## src/rtl/tl_buffer_if.sv

```systemverilog
// TileLink channel bundle (A-E) shared by hosts, devices and buffers.
// The host modport drives A, C and E and accepts B and D; the device modport is the mirror image.
interface tl_channel #(
    parameter int SourceWidth = 1,
    parameter int SinkWidth   = 1,
    parameter int AddrWidth   = 56,
    parameter int DataWidth   = 64,
    parameter int SizeWidth   = 3
);
    localparam int MaskWidth = (DataWidth >= 8) ? DataWidth / 8 : 1;

    logic                   a_valid;
    logic                   a_ready;
    logic [2:0]             a_opcode;
    logic [2:0]             a_param;
    logic [SizeWidth-1:0]   a_size;
    logic [SourceWidth-1:0] a_source;
    logic [AddrWidth-1:0]   a_address;
    logic [MaskWidth-1:0]   a_mask;
    logic [DataWidth-1:0]   a_data;
    logic                   a_corrupt;

    logic                   b_valid;
    logic                   b_ready;
    logic [2:0]             b_opcode;
    logic [1:0]             b_param;
    logic [SizeWidth-1:0]   b_size;
    logic [SourceWidth-1:0] b_source;
    logic [AddrWidth-1:0]   b_address;
    logic [MaskWidth-1:0]   b_mask;
    logic [DataWidth-1:0]   b_data;
    logic                   b_corrupt;

    logic                   c_valid;
    logic                   c_ready;
    logic [2:0]             c_opcode;
    logic [2:0]             c_param;
    logic [SizeWidth-1:0]   c_size;
    logic [SourceWidth-1:0] c_source;
    logic [AddrWidth-1:0]   c_address;
    logic [DataWidth-1:0]   c_data;
    logic                   c_corrupt;

    logic                   d_valid;
    logic                   d_ready;
    logic [2:0]             d_opcode;
    logic [1:0]             d_param;
    logic [SizeWidth-1:0]   d_size;
    logic [SourceWidth-1:0] d_source;
    logic [SinkWidth-1:0]   d_sink;
    logic                   d_denied;
    logic [DataWidth-1:0]   d_data;
    logic                   d_corrupt;

    logic                   e_valid;
    logic                   e_ready;
    logic [SinkWidth-1:0]   e_sink;

    modport host (
        output a_valid, a_opcode, a_param, a_size, a_source, a_address, a_mask, a_data, a_corrupt,
        input  a_ready,
        input  b_valid, b_opcode, b_param, b_size, b_source, b_address, b_mask, b_data, b_corrupt,
        output b_ready,
        output c_valid, c_opcode, c_param, c_size, c_source, c_address, c_data, c_corrupt,
        input  c_ready,
        input  d_valid, d_opcode, d_param, d_size, d_source, d_sink, d_denied, d_data, d_corrupt,
        output d_ready,
        output e_valid, e_sink,
        input  e_ready
    );

    modport device (
        input  a_valid, a_opcode, a_param, a_size, a_source, a_address, a_mask, a_data, a_corrupt,
        output a_ready,
        output b_valid, b_opcode, b_param, b_size, b_source, b_address, b_mask, b_data, b_corrupt,
        input  b_ready,
        input  c_valid, c_opcode, c_param, c_size, c_source, c_address, c_data, c_corrupt,
        output c_ready,
        output d_valid, d_opcode, d_param, d_size, d_source, d_sink, d_denied, d_data, d_corrupt,
        input  d_ready,
        input  e_valid, e_sink,
        output e_ready
    );

endinterface

```

## src/rtl/tl_buffer.sv

```systemverilog
// TileLink buffer: one independent register-based FIFO per channel (A-E), depth 0 = wire.
// Ready depends only on the fill level and output payload only on storage, so no comb paths cross a buffered channel.
module tl_buffer_fifo #(
    parameter int Width      = 1,
    parameter int Depth      = 2,
    parameter int LevelWidth = (Depth > 0) ? $clog2(Depth + 1) : 1
) (
    input  logic                  clk,
    input  logic                  rst_n,
    input  logic                  in_valid,
    output logic                  in_ready,
    input  logic [Width-1:0]      in_data,
    output logic                  out_valid,
    input  logic                  out_ready,
    output logic [Width-1:0]      out_data,
    output logic [LevelWidth-1:0] level
);

    if (Depth <= 0) begin : g_pass
        logic unused_clk_rst;
        assign unused_clk_rst = clk ^ rst_n;

        assign out_valid = in_valid;
        assign out_data  = in_data;
        assign in_ready  = out_ready;
        assign level     = '0;
    end else begin : g_fifo
        localparam int PtrWidth = (Depth > 1) ? $clog2(Depth) : 1;
        // Array spans the full pointer range so indexing is width-exact; slots at or above Depth are never written.
        localparam int MemDepth = 2 ** PtrWidth;
        localparam logic [PtrWidth-1:0]   LastPtr = PtrWidth'(Depth - 1);
        localparam logic [LevelWidth-1:0] Full    = LevelWidth'(Depth);

        logic [Width-1:0]      mem [MemDepth];
        logic [PtrWidth-1:0]   wptr;
        logic [PtrWidth-1:0]   rptr;
        logic [LevelWidth-1:0] count;
        logic                  push;
        logic                  pop;

        assign in_ready  = (count != Full);
        assign out_valid = (count != '0);
        assign push      = in_valid && in_ready;
        assign pop       = out_valid && out_ready;
        assign out_data  = mem[rptr];
        assign level     = count;

        always_ff @(posedge clk or negedge rst_n) begin
            if (!rst_n) begin
                wptr  <= '0;
                rptr  <= '0;
                count <= '0;
            end else begin
                if (push) begin
                    wptr <= (wptr == LastPtr) ? '0 : wptr + 1'b1;
                end
                if (pop) begin
                    rptr <= (rptr == LastPtr) ? '0 : rptr + 1'b1;
                end
                if (push && !pop) begin
                    count <= count + 1'b1;
                end else if (pop && !push) begin
                    count <= count - 1'b1;
                end
            end
        end

        always_ff @(posedge clk) begin
            if (push) begin
                mem[wptr] <= in_data;
            end
        end
    end

endmodule

module tl_buffer #(
    parameter int SourceWidth = 1,
    parameter int SinkWidth   = 1,
    parameter int AddrWidth   = 56,
    parameter int DataWidth   = 64,
    parameter int SizeWidth   = 3,
    parameter int ADepth      = 2,
    parameter int BDepth      = 2,
    parameter int CDepth      = 2,
    parameter int DDepth      = 2,
    parameter int EDepth      = 2
) (
    input  logic clk_i,
    input  logic rst_ni,
    tl_channel.device host,
    tl_channel.host   device,
    output logic [((ADepth > 0) ? $clog2(ADepth + 1) : 1) - 1:0] a_level_o,
    output logic [((BDepth > 0) ? $clog2(BDepth + 1) : 1) - 1:0] b_level_o,
    output logic [((CDepth > 0) ? $clog2(CDepth + 1) : 1) - 1:0] c_level_o,
    output logic [((DDepth > 0) ? $clog2(DDepth + 1) : 1) - 1:0] d_level_o,
    output logic [((EDepth > 0) ? $clog2(EDepth + 1) : 1) - 1:0] e_level_o
);

    localparam int MaskWidth = (DataWidth >= 8) ? DataWidth / 8 : 1;
    localparam int AWidth = 3 + 3 + SizeWidth + SourceWidth + AddrWidth + MaskWidth + DataWidth + 1;
    localparam int BWidth = 3 + 2 + SizeWidth + SourceWidth + AddrWidth + MaskWidth + DataWidth + 1;
    localparam int CWidth = 3 + 3 + SizeWidth + SourceWidth + AddrWidth + DataWidth + 1;
    localparam int DWidth = 3 + 2 + SizeWidth + SourceWidth + SinkWidth + 1 + DataWidth + 1;
    localparam int EWidth = SinkWidth;

    if (ADepth < 0 || BDepth < 0 || CDepth < 0 || DDepth < 0 || EDepth < 0) begin : g_bad_depth
        $fatal(1, "tl_buffer: channel depths must be non-negative");
    end
    if (DataWidth < 1 || (DataWidth & (DataWidth - 1)) != 0) begin : g_bad_width
        $fatal(1, "tl_buffer: DataWidth must be a power of 2");
    end

    logic [AWidth-1:0] a_in, a_out;
    logic [BWidth-1:0] b_in, b_out;
    logic [CWidth-1:0] c_in, c_out;
    logic [DWidth-1:0] d_in, d_out;
    logic [EWidth-1:0] e_in, e_out;

    assign a_in = {host.a_opcode, host.a_param, host.a_size, host.a_source, host.a_address,
                   host.a_mask, host.a_data, host.a_corrupt};
    assign {device.a_opcode, device.a_param, device.a_size, device.a_source, device.a_address,
            device.a_mask, device.a_data, device.a_corrupt} = a_out;

    assign b_in = {device.b_opcode, device.b_param, device.b_size, device.b_source, device.b_address,
                   device.b_mask, device.b_data, device.b_corrupt};
    assign {host.b_opcode, host.b_param, host.b_size, host.b_source, host.b_address,
            host.b_mask, host.b_data, host.b_corrupt} = b_out;

    assign c_in = {host.c_opcode, host.c_param, host.c_size, host.c_source, host.c_address,
                   host.c_data, host.c_corrupt};
    assign {device.c_opcode, device.c_param, device.c_size, device.c_source, device.c_address,
            device.c_data, device.c_corrupt} = c_out;

    assign d_in = {device.d_opcode, device.d_param, device.d_size, device.d_source, device.d_sink,
                   device.d_denied, device.d_data, device.d_corrupt};
    assign {host.d_opcode, host.d_param, host.d_size, host.d_source, host.d_sink,
            host.d_denied, host.d_data, host.d_corrupt} = d_out;

    assign e_in = host.e_sink;
    assign device.e_sink = e_out;

    tl_buffer_fifo #(.Width(AWidth), .Depth(ADepth)) a_fifo (
        .clk(clk_i), .rst_n(rst_ni),
        .in_valid(host.a_valid), .in_ready(host.a_ready), .in_data(a_in),
        .out_valid(device.a_valid), .out_ready(device.a_ready), .out_data(a_out),
        .level(a_level_o)
    );

    tl_buffer_fifo #(.Width(BWidth), .Depth(BDepth)) b_fifo (
        .clk(clk_i), .rst_n(rst_ni),
        .in_valid(device.b_valid), .in_ready(device.b_ready), .in_data(b_in),
        .out_valid(host.b_valid), .out_ready(host.b_ready), .out_data(b_out),
        .level(b_level_o)
    );

    tl_buffer_fifo #(.Width(CWidth), .Depth(CDepth)) c_fifo (
        .clk(clk_i), .rst_n(rst_ni),
        .in_valid(host.c_valid), .in_ready(host.c_ready), .in_data(c_in),
        .out_valid(device.c_valid), .out_ready(device.c_ready), .out_data(c_out),
        .level(c_level_o)
    );

    tl_buffer_fifo #(.Width(DWidth), .Depth(DDepth)) d_fifo (
        .clk(clk_i), .rst_n(rst_ni),
        .in_valid(device.d_valid), .in_ready(device.d_ready), .in_data(d_in),
        .out_valid(host.d_valid), .out_ready(host.d_ready), .out_data(d_out),
        .level(d_level_o)
    );

    tl_buffer_fifo #(.Width(EWidth), .Depth(EDepth)) e_fifo (
        .clk(clk_i), .rst_n(rst_ni),
        .in_valid(host.e_valid), .in_ready(host.e_ready), .in_data(e_in),
        .out_valid(device.e_valid), .out_ready(device.e_ready), .out_data(e_out),
        .level(e_level_o)
    );

endmodule

```

## src/flat_wrapper.sv

```systemverilog
// flat-port wrapper written by rule: the top's interface ports become plain ports
module tl_buffer_flat 
#(
    parameter int SourceWidth = 1,
    parameter int SinkWidth   = 1,
    parameter int AddrWidth   = 56,
    parameter int DataWidth   = 64,
    parameter int SizeWidth   = 3,
    parameter int ADepth      = 2,
    parameter int BDepth      = 2,
    parameter int CDepth      = 2,
    parameter int DDepth      = 2,
    parameter int EDepth      = 2
)
  (clk_i, rst_ni, a_level_o, b_level_o, c_level_o, d_level_o, e_level_o, host_a_valid, host_a_opcode, host_a_param, host_a_size, host_a_source, host_a_address, host_a_mask, host_a_data, host_a_corrupt, host_a_ready, host_b_valid, host_b_opcode, host_b_param, host_b_size, host_b_source, host_b_address, host_b_mask, host_b_data, host_b_corrupt, host_b_ready, host_c_valid, host_c_opcode, host_c_param, host_c_size, host_c_source, host_c_address, host_c_data, host_c_corrupt, host_c_ready, host_d_valid, host_d_opcode, host_d_param, host_d_size, host_d_source, host_d_sink, host_d_denied, host_d_data, host_d_corrupt, host_d_ready, host_e_valid, host_e_sink, host_e_ready, device_a_valid, device_a_opcode, device_a_param, device_a_size, device_a_source, device_a_address, device_a_mask, device_a_data, device_a_corrupt, device_a_ready, device_b_valid, device_b_opcode, device_b_param, device_b_size, device_b_source, device_b_address, device_b_mask, device_b_data, device_b_corrupt, device_b_ready, device_c_valid, device_c_opcode, device_c_param, device_c_size, device_c_source, device_c_address, device_c_data, device_c_corrupt, device_c_ready, device_d_valid, device_d_opcode, device_d_param, device_d_size, device_d_source, device_d_sink, device_d_denied, device_d_data, device_d_corrupt, device_d_ready, device_e_valid, device_e_sink, device_e_ready);
  tl_channel #(.SourceWidth(SourceWidth), .SinkWidth(SinkWidth), .AddrWidth(AddrWidth), .DataWidth(DataWidth), .SizeWidth(SizeWidth)) host_i ();
  tl_channel #(.SourceWidth(SourceWidth), .SinkWidth(SinkWidth), .AddrWidth(AddrWidth), .DataWidth(DataWidth), .SizeWidth(SizeWidth)) device_i ();
  input  logic clk_i;
  input  logic rst_ni;
  output logic [((ADepth > 0) ? $clog2(ADepth + 1) : 1) - 1:0] a_level_o;
  output logic [((BDepth > 0) ? $clog2(BDepth + 1) : 1) - 1:0] b_level_o;
  output logic [((CDepth > 0) ? $clog2(CDepth + 1) : 1) - 1:0] c_level_o;
  output logic [((DDepth > 0) ? $clog2(DDepth + 1) : 1) - 1:0] d_level_o;
  output logic [((EDepth > 0) ? $clog2(EDepth + 1) : 1) - 1:0] e_level_o;
  input wire logic [$bits(host_i.a_valid)-1:0] host_a_valid;
  input wire logic [$bits(host_i.a_opcode)-1:0] host_a_opcode;
  input wire logic [$bits(host_i.a_param)-1:0] host_a_param;
  input wire logic [$bits(host_i.a_size)-1:0] host_a_size;
  input wire logic [$bits(host_i.a_source)-1:0] host_a_source;
  input wire logic [$bits(host_i.a_address)-1:0] host_a_address;
  input wire logic [$bits(host_i.a_mask)-1:0] host_a_mask;
  input wire logic [$bits(host_i.a_data)-1:0] host_a_data;
  input wire logic [$bits(host_i.a_corrupt)-1:0] host_a_corrupt;
  output wire logic [$bits(host_i.a_ready)-1:0] host_a_ready;
  output wire logic [$bits(host_i.b_valid)-1:0] host_b_valid;
  output wire logic [$bits(host_i.b_opcode)-1:0] host_b_opcode;
  output wire logic [$bits(host_i.b_param)-1:0] host_b_param;
  output wire logic [$bits(host_i.b_size)-1:0] host_b_size;
  output wire logic [$bits(host_i.b_source)-1:0] host_b_source;
  output wire logic [$bits(host_i.b_address)-1:0] host_b_address;
  output wire logic [$bits(host_i.b_mask)-1:0] host_b_mask;
  output wire logic [$bits(host_i.b_data)-1:0] host_b_data;
  output wire logic [$bits(host_i.b_corrupt)-1:0] host_b_corrupt;
  input wire logic [$bits(host_i.b_ready)-1:0] host_b_ready;
  input wire logic [$bits(host_i.c_valid)-1:0] host_c_valid;
  input wire logic [$bits(host_i.c_opcode)-1:0] host_c_opcode;
  input wire logic [$bits(host_i.c_param)-1:0] host_c_param;
  input wire logic [$bits(host_i.c_size)-1:0] host_c_size;
  input wire logic [$bits(host_i.c_source)-1:0] host_c_source;
  input wire logic [$bits(host_i.c_address)-1:0] host_c_address;
  input wire logic [$bits(host_i.c_data)-1:0] host_c_data;
  input wire logic [$bits(host_i.c_corrupt)-1:0] host_c_corrupt;
  output wire logic [$bits(host_i.c_ready)-1:0] host_c_ready;
  output wire logic [$bits(host_i.d_valid)-1:0] host_d_valid;
  output wire logic [$bits(host_i.d_opcode)-1:0] host_d_opcode;
  output wire logic [$bits(host_i.d_param)-1:0] host_d_param;
  output wire logic [$bits(host_i.d_size)-1:0] host_d_size;
  output wire logic [$bits(host_i.d_source)-1:0] host_d_source;
  output wire logic [$bits(host_i.d_sink)-1:0] host_d_sink;
  output wire logic [$bits(host_i.d_denied)-1:0] host_d_denied;
  output wire logic [$bits(host_i.d_data)-1:0] host_d_data;
  output wire logic [$bits(host_i.d_corrupt)-1:0] host_d_corrupt;
  input wire logic [$bits(host_i.d_ready)-1:0] host_d_ready;
  input wire logic [$bits(host_i.e_valid)-1:0] host_e_valid;
  input wire logic [$bits(host_i.e_sink)-1:0] host_e_sink;
  output wire logic [$bits(host_i.e_ready)-1:0] host_e_ready;
  output wire logic [$bits(device_i.a_valid)-1:0] device_a_valid;
  output wire logic [$bits(device_i.a_opcode)-1:0] device_a_opcode;
  output wire logic [$bits(device_i.a_param)-1:0] device_a_param;
  output wire logic [$bits(device_i.a_size)-1:0] device_a_size;
  output wire logic [$bits(device_i.a_source)-1:0] device_a_source;
  output wire logic [$bits(device_i.a_address)-1:0] device_a_address;
  output wire logic [$bits(device_i.a_mask)-1:0] device_a_mask;
  output wire logic [$bits(device_i.a_data)-1:0] device_a_data;
  output wire logic [$bits(device_i.a_corrupt)-1:0] device_a_corrupt;
  input wire logic [$bits(device_i.a_ready)-1:0] device_a_ready;
  input wire logic [$bits(device_i.b_valid)-1:0] device_b_valid;
  input wire logic [$bits(device_i.b_opcode)-1:0] device_b_opcode;
  input wire logic [$bits(device_i.b_param)-1:0] device_b_param;
  input wire logic [$bits(device_i.b_size)-1:0] device_b_size;
  input wire logic [$bits(device_i.b_source)-1:0] device_b_source;
  input wire logic [$bits(device_i.b_address)-1:0] device_b_address;
  input wire logic [$bits(device_i.b_mask)-1:0] device_b_mask;
  input wire logic [$bits(device_i.b_data)-1:0] device_b_data;
  input wire logic [$bits(device_i.b_corrupt)-1:0] device_b_corrupt;
  output wire logic [$bits(device_i.b_ready)-1:0] device_b_ready;
  output wire logic [$bits(device_i.c_valid)-1:0] device_c_valid;
  output wire logic [$bits(device_i.c_opcode)-1:0] device_c_opcode;
  output wire logic [$bits(device_i.c_param)-1:0] device_c_param;
  output wire logic [$bits(device_i.c_size)-1:0] device_c_size;
  output wire logic [$bits(device_i.c_source)-1:0] device_c_source;
  output wire logic [$bits(device_i.c_address)-1:0] device_c_address;
  output wire logic [$bits(device_i.c_data)-1:0] device_c_data;
  output wire logic [$bits(device_i.c_corrupt)-1:0] device_c_corrupt;
  input wire logic [$bits(device_i.c_ready)-1:0] device_c_ready;
  input wire logic [$bits(device_i.d_valid)-1:0] device_d_valid;
  input wire logic [$bits(device_i.d_opcode)-1:0] device_d_opcode;
  input wire logic [$bits(device_i.d_param)-1:0] device_d_param;
  input wire logic [$bits(device_i.d_size)-1:0] device_d_size;
  input wire logic [$bits(device_i.d_source)-1:0] device_d_source;
  input wire logic [$bits(device_i.d_sink)-1:0] device_d_sink;
  input wire logic [$bits(device_i.d_denied)-1:0] device_d_denied;
  input wire logic [$bits(device_i.d_data)-1:0] device_d_data;
  input wire logic [$bits(device_i.d_corrupt)-1:0] device_d_corrupt;
  output wire logic [$bits(device_i.d_ready)-1:0] device_d_ready;
  output wire logic [$bits(device_i.e_valid)-1:0] device_e_valid;
  output wire logic [$bits(device_i.e_sink)-1:0] device_e_sink;
  input wire logic [$bits(device_i.e_ready)-1:0] device_e_ready;
  assign host_i.a_valid = host_a_valid;
  assign host_i.a_opcode = host_a_opcode;
  assign host_i.a_param = host_a_param;
  assign host_i.a_size = host_a_size;
  assign host_i.a_source = host_a_source;
  assign host_i.a_address = host_a_address;
  assign host_i.a_mask = host_a_mask;
  assign host_i.a_data = host_a_data;
  assign host_i.a_corrupt = host_a_corrupt;
  assign host_a_ready = host_i.a_ready;
  assign host_b_valid = host_i.b_valid;
  assign host_b_opcode = host_i.b_opcode;
  assign host_b_param = host_i.b_param;
  assign host_b_size = host_i.b_size;
  assign host_b_source = host_i.b_source;
  assign host_b_address = host_i.b_address;
  assign host_b_mask = host_i.b_mask;
  assign host_b_data = host_i.b_data;
  assign host_b_corrupt = host_i.b_corrupt;
  assign host_i.b_ready = host_b_ready;
  assign host_i.c_valid = host_c_valid;
  assign host_i.c_opcode = host_c_opcode;
  assign host_i.c_param = host_c_param;
  assign host_i.c_size = host_c_size;
  assign host_i.c_source = host_c_source;
  assign host_i.c_address = host_c_address;
  assign host_i.c_data = host_c_data;
  assign host_i.c_corrupt = host_c_corrupt;
  assign host_c_ready = host_i.c_ready;
  assign host_d_valid = host_i.d_valid;
  assign host_d_opcode = host_i.d_opcode;
  assign host_d_param = host_i.d_param;
  assign host_d_size = host_i.d_size;
  assign host_d_source = host_i.d_source;
  assign host_d_sink = host_i.d_sink;
  assign host_d_denied = host_i.d_denied;
  assign host_d_data = host_i.d_data;
  assign host_d_corrupt = host_i.d_corrupt;
  assign host_i.d_ready = host_d_ready;
  assign host_i.e_valid = host_e_valid;
  assign host_i.e_sink = host_e_sink;
  assign host_e_ready = host_i.e_ready;
  assign device_a_valid = device_i.a_valid;
  assign device_a_opcode = device_i.a_opcode;
  assign device_a_param = device_i.a_param;
  assign device_a_size = device_i.a_size;
  assign device_a_source = device_i.a_source;
  assign device_a_address = device_i.a_address;
  assign device_a_mask = device_i.a_mask;
  assign device_a_data = device_i.a_data;
  assign device_a_corrupt = device_i.a_corrupt;
  assign device_i.a_ready = device_a_ready;
  assign device_i.b_valid = device_b_valid;
  assign device_i.b_opcode = device_b_opcode;
  assign device_i.b_param = device_b_param;
  assign device_i.b_size = device_b_size;
  assign device_i.b_source = device_b_source;
  assign device_i.b_address = device_b_address;
  assign device_i.b_mask = device_b_mask;
  assign device_i.b_data = device_b_data;
  assign device_i.b_corrupt = device_b_corrupt;
  assign device_b_ready = device_i.b_ready;
  assign device_c_valid = device_i.c_valid;
  assign device_c_opcode = device_i.c_opcode;
  assign device_c_param = device_i.c_param;
  assign device_c_size = device_i.c_size;
  assign device_c_source = device_i.c_source;
  assign device_c_address = device_i.c_address;
  assign device_c_data = device_i.c_data;
  assign device_c_corrupt = device_i.c_corrupt;
  assign device_i.c_ready = device_c_ready;
  assign device_i.d_valid = device_d_valid;
  assign device_i.d_opcode = device_d_opcode;
  assign device_i.d_param = device_d_param;
  assign device_i.d_size = device_d_size;
  assign device_i.d_source = device_d_source;
  assign device_i.d_sink = device_d_sink;
  assign device_i.d_denied = device_d_denied;
  assign device_i.d_data = device_d_data;
  assign device_i.d_corrupt = device_d_corrupt;
  assign device_d_ready = device_i.d_ready;
  assign device_e_valid = device_i.e_valid;
  assign device_e_sink = device_i.e_sink;
  assign device_i.e_ready = device_e_ready;
  tl_buffer #(.SourceWidth(SourceWidth), .SinkWidth(SinkWidth), .AddrWidth(AddrWidth), .DataWidth(DataWidth), .SizeWidth(SizeWidth), .ADepth(ADepth), .BDepth(BDepth), .CDepth(CDepth), .DDepth(DDepth), .EDepth(EDepth)) u_core (.clk_i(clk_i), .rst_ni(rst_ni), .host(host_i), .device(device_i), .a_level_o(a_level_o), .b_level_o(b_level_o), .c_level_o(c_level_o), .d_level_o(d_level_o), .e_level_o(e_level_o));
endmodule
```

## config.mk

```make
export PLATFORM = sky130hd
export DESIGN_NAME = tl_buffer_flat
export DESIGN_NICKNAME = d
export VERILOG_FILES = /design/src/rtl/tl_buffer_if.sv /design/src/rtl/tl_buffer.sv /design/src/flat_wrapper.sv
export SDC_FILE = /design/constraint.sdc
export NUM_CORES = 1
export LEC_CHECK = 0
export ABC_AREA = 1
export CORE_AREA = 2 2 386 388
export CTS_CLUSTER_DIAMETER = 100
export DETAILED_ROUTE_END_ITERATION = 16
export DIE_AREA = 0 0 388 390
export GPL_TIMING_DRIVEN = 0
export HOLD_SLACK_MARGIN = 0.08
export PLACE_DENSITY = 0.53
export SLEW_MARGIN = 5
export SYNTH_ARGS = -nofsm -noshare
export SYNTH_HDL_FRONTEND = slang
export SYNTH_SLANG_ARGS = --single-unit
```

## constraint.sdc

```tcl
create_clock -name clk_i -period 17.9 [get_ports clk_i]
set_input_delay 1.79 -clock clk_i [delete_from_list [all_inputs] [get_ports clk_i]]
set_output_delay 1.79 -clock clk_i [all_outputs]
set_load 0.02 [all_outputs]
```

==> results.md <==
* RSZ-0062 raised after global routing: false
* Post-CTS sizing at 0
* Drt wl/cell at 21.64 µm
* Max stage delay on crit path at 0.66 ns
* Crit path to: host_b_source
* Clock sinks at 990
* Final Max Slew Viols at 0
* Syn Inst Count at 2678
* DIE HEIGHT at 390 µm
* Final instance area at 0.05340 mm²
* Lkg Pwr at 0.02046 µW
* R2r endpoint: u_core.b_fifo.g_fifo.mem[1][24]
* Max-Cap Viols at 0
* CTS tree: done
* Layout cells sized above 1 at 7.979%
* Placed cell area at 0.04987 mm²
* Number of flops mapped to enable cells by yosys at 970
* DRT Pass-1 Iters at 6
* Cell depth of the worst setup path at 6
* Via density at 4.096
* Hold Vio Cnt, Final at 0
* Min Clock Period, post-route at 5.025 ns
* Clock Latency Late Sink at 0.72 ns
* Via count at 24050
* Avg Inst Size Synth at 13.61 µm²
* Pwr Density at 180.9 mW/mm²
* Primary FF master, synth: edfxtp_1
* First DRT Iteration DRCs at 1376
* Hold Path Class: flip-flop to flip-flop
* Initial antenna violation count at 45
* Gr usage total at 16.18%
* Port Buf Inserts at 1001
* Most common cell in the netlist: nand2_1
* Post-DP HPWL at 96.97 mm
* Part of the Yosys area used for sequential elements at 81.30%
* Number of global-route vias before repair at 23850
* Global-route wire length before repair at 173.7 mm
* Nature of the critical path endpoint: output pin
* Critical Path RT at 16.11 ns
* Placement Rows at 141
* Pre-CTS WS at 13.34 ns
* Core box area at 0.1471 mm²
* Max Freq at 199.0 MHz
* Worst Setup Start Kind: flip-flop
* Die Wd at 388 µm
* CTS clk-pin slew, worst paths at 0.06 ns
* Worst path bufs/invs at 4
* Critical path cell sequence: buf_2, buf_4, buf_2, nand2_1, nand2_1, clkdlybuf4s50_1
* Initial Util at 24.77%
* Setup violations, final at 0
* Synthesized area at 0.03644 mm²
* Fin crit share at 28.07%
* Synth top area cells: edfxtp_1 80%, nand2_1 16%, dfrtp_1 1.4%
* CP delay by family, top: buffers and inverters
* Most instantiated cells after synthesis: 1505 x nand2_1, 970 x edfxtp_1, 59 x buf_2
* Asr flop ratio synth at 2.020%
* Worst slew pin tran at 0.9174 ns
* Cell type with the highest aggregate area in the netlist: edfxtp_1
* CTS Hold Bufs at 0
* Syn_nets at 3180
* CP Launch Point: u_core.b_fifo.g_fifo.rptr
* CTS buffer count at 111
* ANT nets after route at 0
* # DRC at 0
* Total Nets Final at 4336
* Distinct cells, synth at 16
* R2R depth at 9
* Post-detailed-routing wire length at 127.0 mm
* Final setup TNS at 0 ns
* Worst Path Max Fanout at 10
* Reg2reg setup slack at 15.00 ns
* Total gr overflow at 0
* Synth-to-Final Area Change at 46.52%
* Status: finished, final reports clean
* Setup Crit Path Kind: flip-flop to output pin
* Pin count of the biggest net entering global routing at 29
* CTS max path bufs at 3
* VDD IR max at 99.36 µV
* Critical-path top delay cell: clkdlybuf4s50_1
* Slew margin rel. at 38.70%
* H-Tree Depth at 3
* Root buf cell: clkbuf_16
* Synth Warn # at 0
* Synthesized flop and latch total at 990
* Arr. time, crit path at 3.24 ns
* Reg2reg start: u_core.b_fifo.level[0]
* Post-CTS setup buffer count at 0
* Setup ws final at 12.88 ns
* Total die area at 0.1513 mm²
* # IOs at 1002
* Final setup skew at 0.03906 ns
* Gpl congestion at 0.8091
* Post-synth top area share at 79.92%
* Worst hold margin at 0.4929 ns
## layout by cell type, fill, tap and decap left out
master           netlist  final
inv_2                  3      3
nor2_4                 0      8
inv_1                 31     31
ha_1                   5      5
inv_6                  0      3
clkinv_2               0     18
buf_16                 0     13
clkinv_16              0      4
buf_8                  1      1
inv_8                  0      3
xnor2_1                5      5
clkdlybuf4s50_1        0   1000
inv_16                 0      1
edfxtp_1             970    970
clkinv_8               0      1
xor2_1                 5      5
clkinv_4               0      1
clkbuf_1               0     27
dfrtp_1               20     20
buf_6                 25     25
nand2_1             1505   1505
clkbuf_16              0    111
nand4_1                5      5
diode_2                0     18
buf_4                 23     23
clkinv_1               0     25
inv_4                  1      1
nand3_1               10     10
buf_2                 59     60
clkbuf_8               0      3
bufinv_16              0      5
nor2_1                10      2
buf_12                 0     29
## worst min-delay path by stage
stage | start | endpoint | slack, ns | cells past startpoint
after global placement | u_core.e_fifo.g_fifo.rptr | u_core.e_fifo.g_fifo.rptr | 0.48 | 2
after detailed placement | u_core.e_fifo.g_fifo.rptr | u_core.e_fifo.g_fifo.rptr | 0.48 | 2
after global routing | u_core.e_fifo.g_fifo.rptr | u_core.e_fifo.g_fifo.rptr | 0.53 | 2
after floorplan | u_core.e_fifo.g_fifo.rptr | u_core.e_fifo.g_fifo.rptr | 0.46 | 2
after CTS | u_core.e_fifo.g_fifo.rptr | u_core.e_fifo.g_fifo.rptr | 0.50 | 2
final | u_core.e_fifo.g_fifo.rptr | u_core.e_fifo.g_fifo.rptr | 0.49 | 2
## layer usage
layer / up-vias / wire length, µm / GRT usage, %
li1: 11410 / - / -
met1: 11520 / 46930 / 17.62
met2: 843 / 62290 / 27.09
met3: 246 / 12460 / 6.718
met4: 28 / 5155 / 8.108
met5: - / 186 / 0
## cells by family (layout without fill, tap and decap cells)
| family | count (synthesis) | after routing | share of synthesized area (%) |
|---|---|---|---|
| other cells | 0 | 18 | 0 |
| fa+ha+maj | 5 | 5 | 0.1717 |
| xor+xnor | 10 | 10 | 0.2403 |
| flops | 990 | 990 | 81.30 |
| simple gates | 1530 | 1530 | 15.83 |
| buf+inv | 143 | 1388 | 2.465 |
## power by group
part           internal [µW]  switching (µW)
registers               3160             121
clock network           1230             941
logic                   1600            2600
## flip-flops by register name, indices dropped and copies added (netlist names), 2 cells and up
| name | count |
|---|---|
| u_core.b_fifo.level | 2 |
| u_core.a_fifo.level | 2 |
| u_core.d_fifo.g_fifo.mem | 152 |
| u_core.c_fifo.level | 2 |
| u_core.d_fifo.level | 2 |
| u_core.e_fifo.level | 2 |
| u_core.b_fifo.g_fifo.mem | 276 |
| u_core.e_fifo.g_fifo.mem | 2 |
| u_core.c_fifo.g_fifo.mem | 262 |
| u_core.a_fifo.g_fifo.mem | 278 |
## worst reg2reg max path: stages (launching register included)
cell     delay (ns)
dfrtp_1        0.42
inv_1          0.09
nand2_1        0.09
nand2_1        0.18
nor2_4         0.58
buf_12         0.29
buf_12         0.23
buf_12         0.23
buf_16         0.19
buf_12         0.22
## layout make-up
cell class	instances	area, µm²
inverter	35	133.9
buffer	108	764.5
sequential	990	29630
multi-input combinational	1545	5978
timing repair buffer	1043	10950
fill	14190	93740
antenna	18	45.04
clock inverter	61	559.3
tap	1930	2415
clock buffer	141	2920
## through the flow
stage               instances  power [µW]  util (%)
floorplan                2678        5355         -
global placement         5609        7641     33.22
detailed placement       5651        7595     33.90
CTS                      5853        9806     36.26
global route             5869       10140     36.29
finish                   5871        9661     36.29
Note: power is estimated with default switching activity, not from simulation.
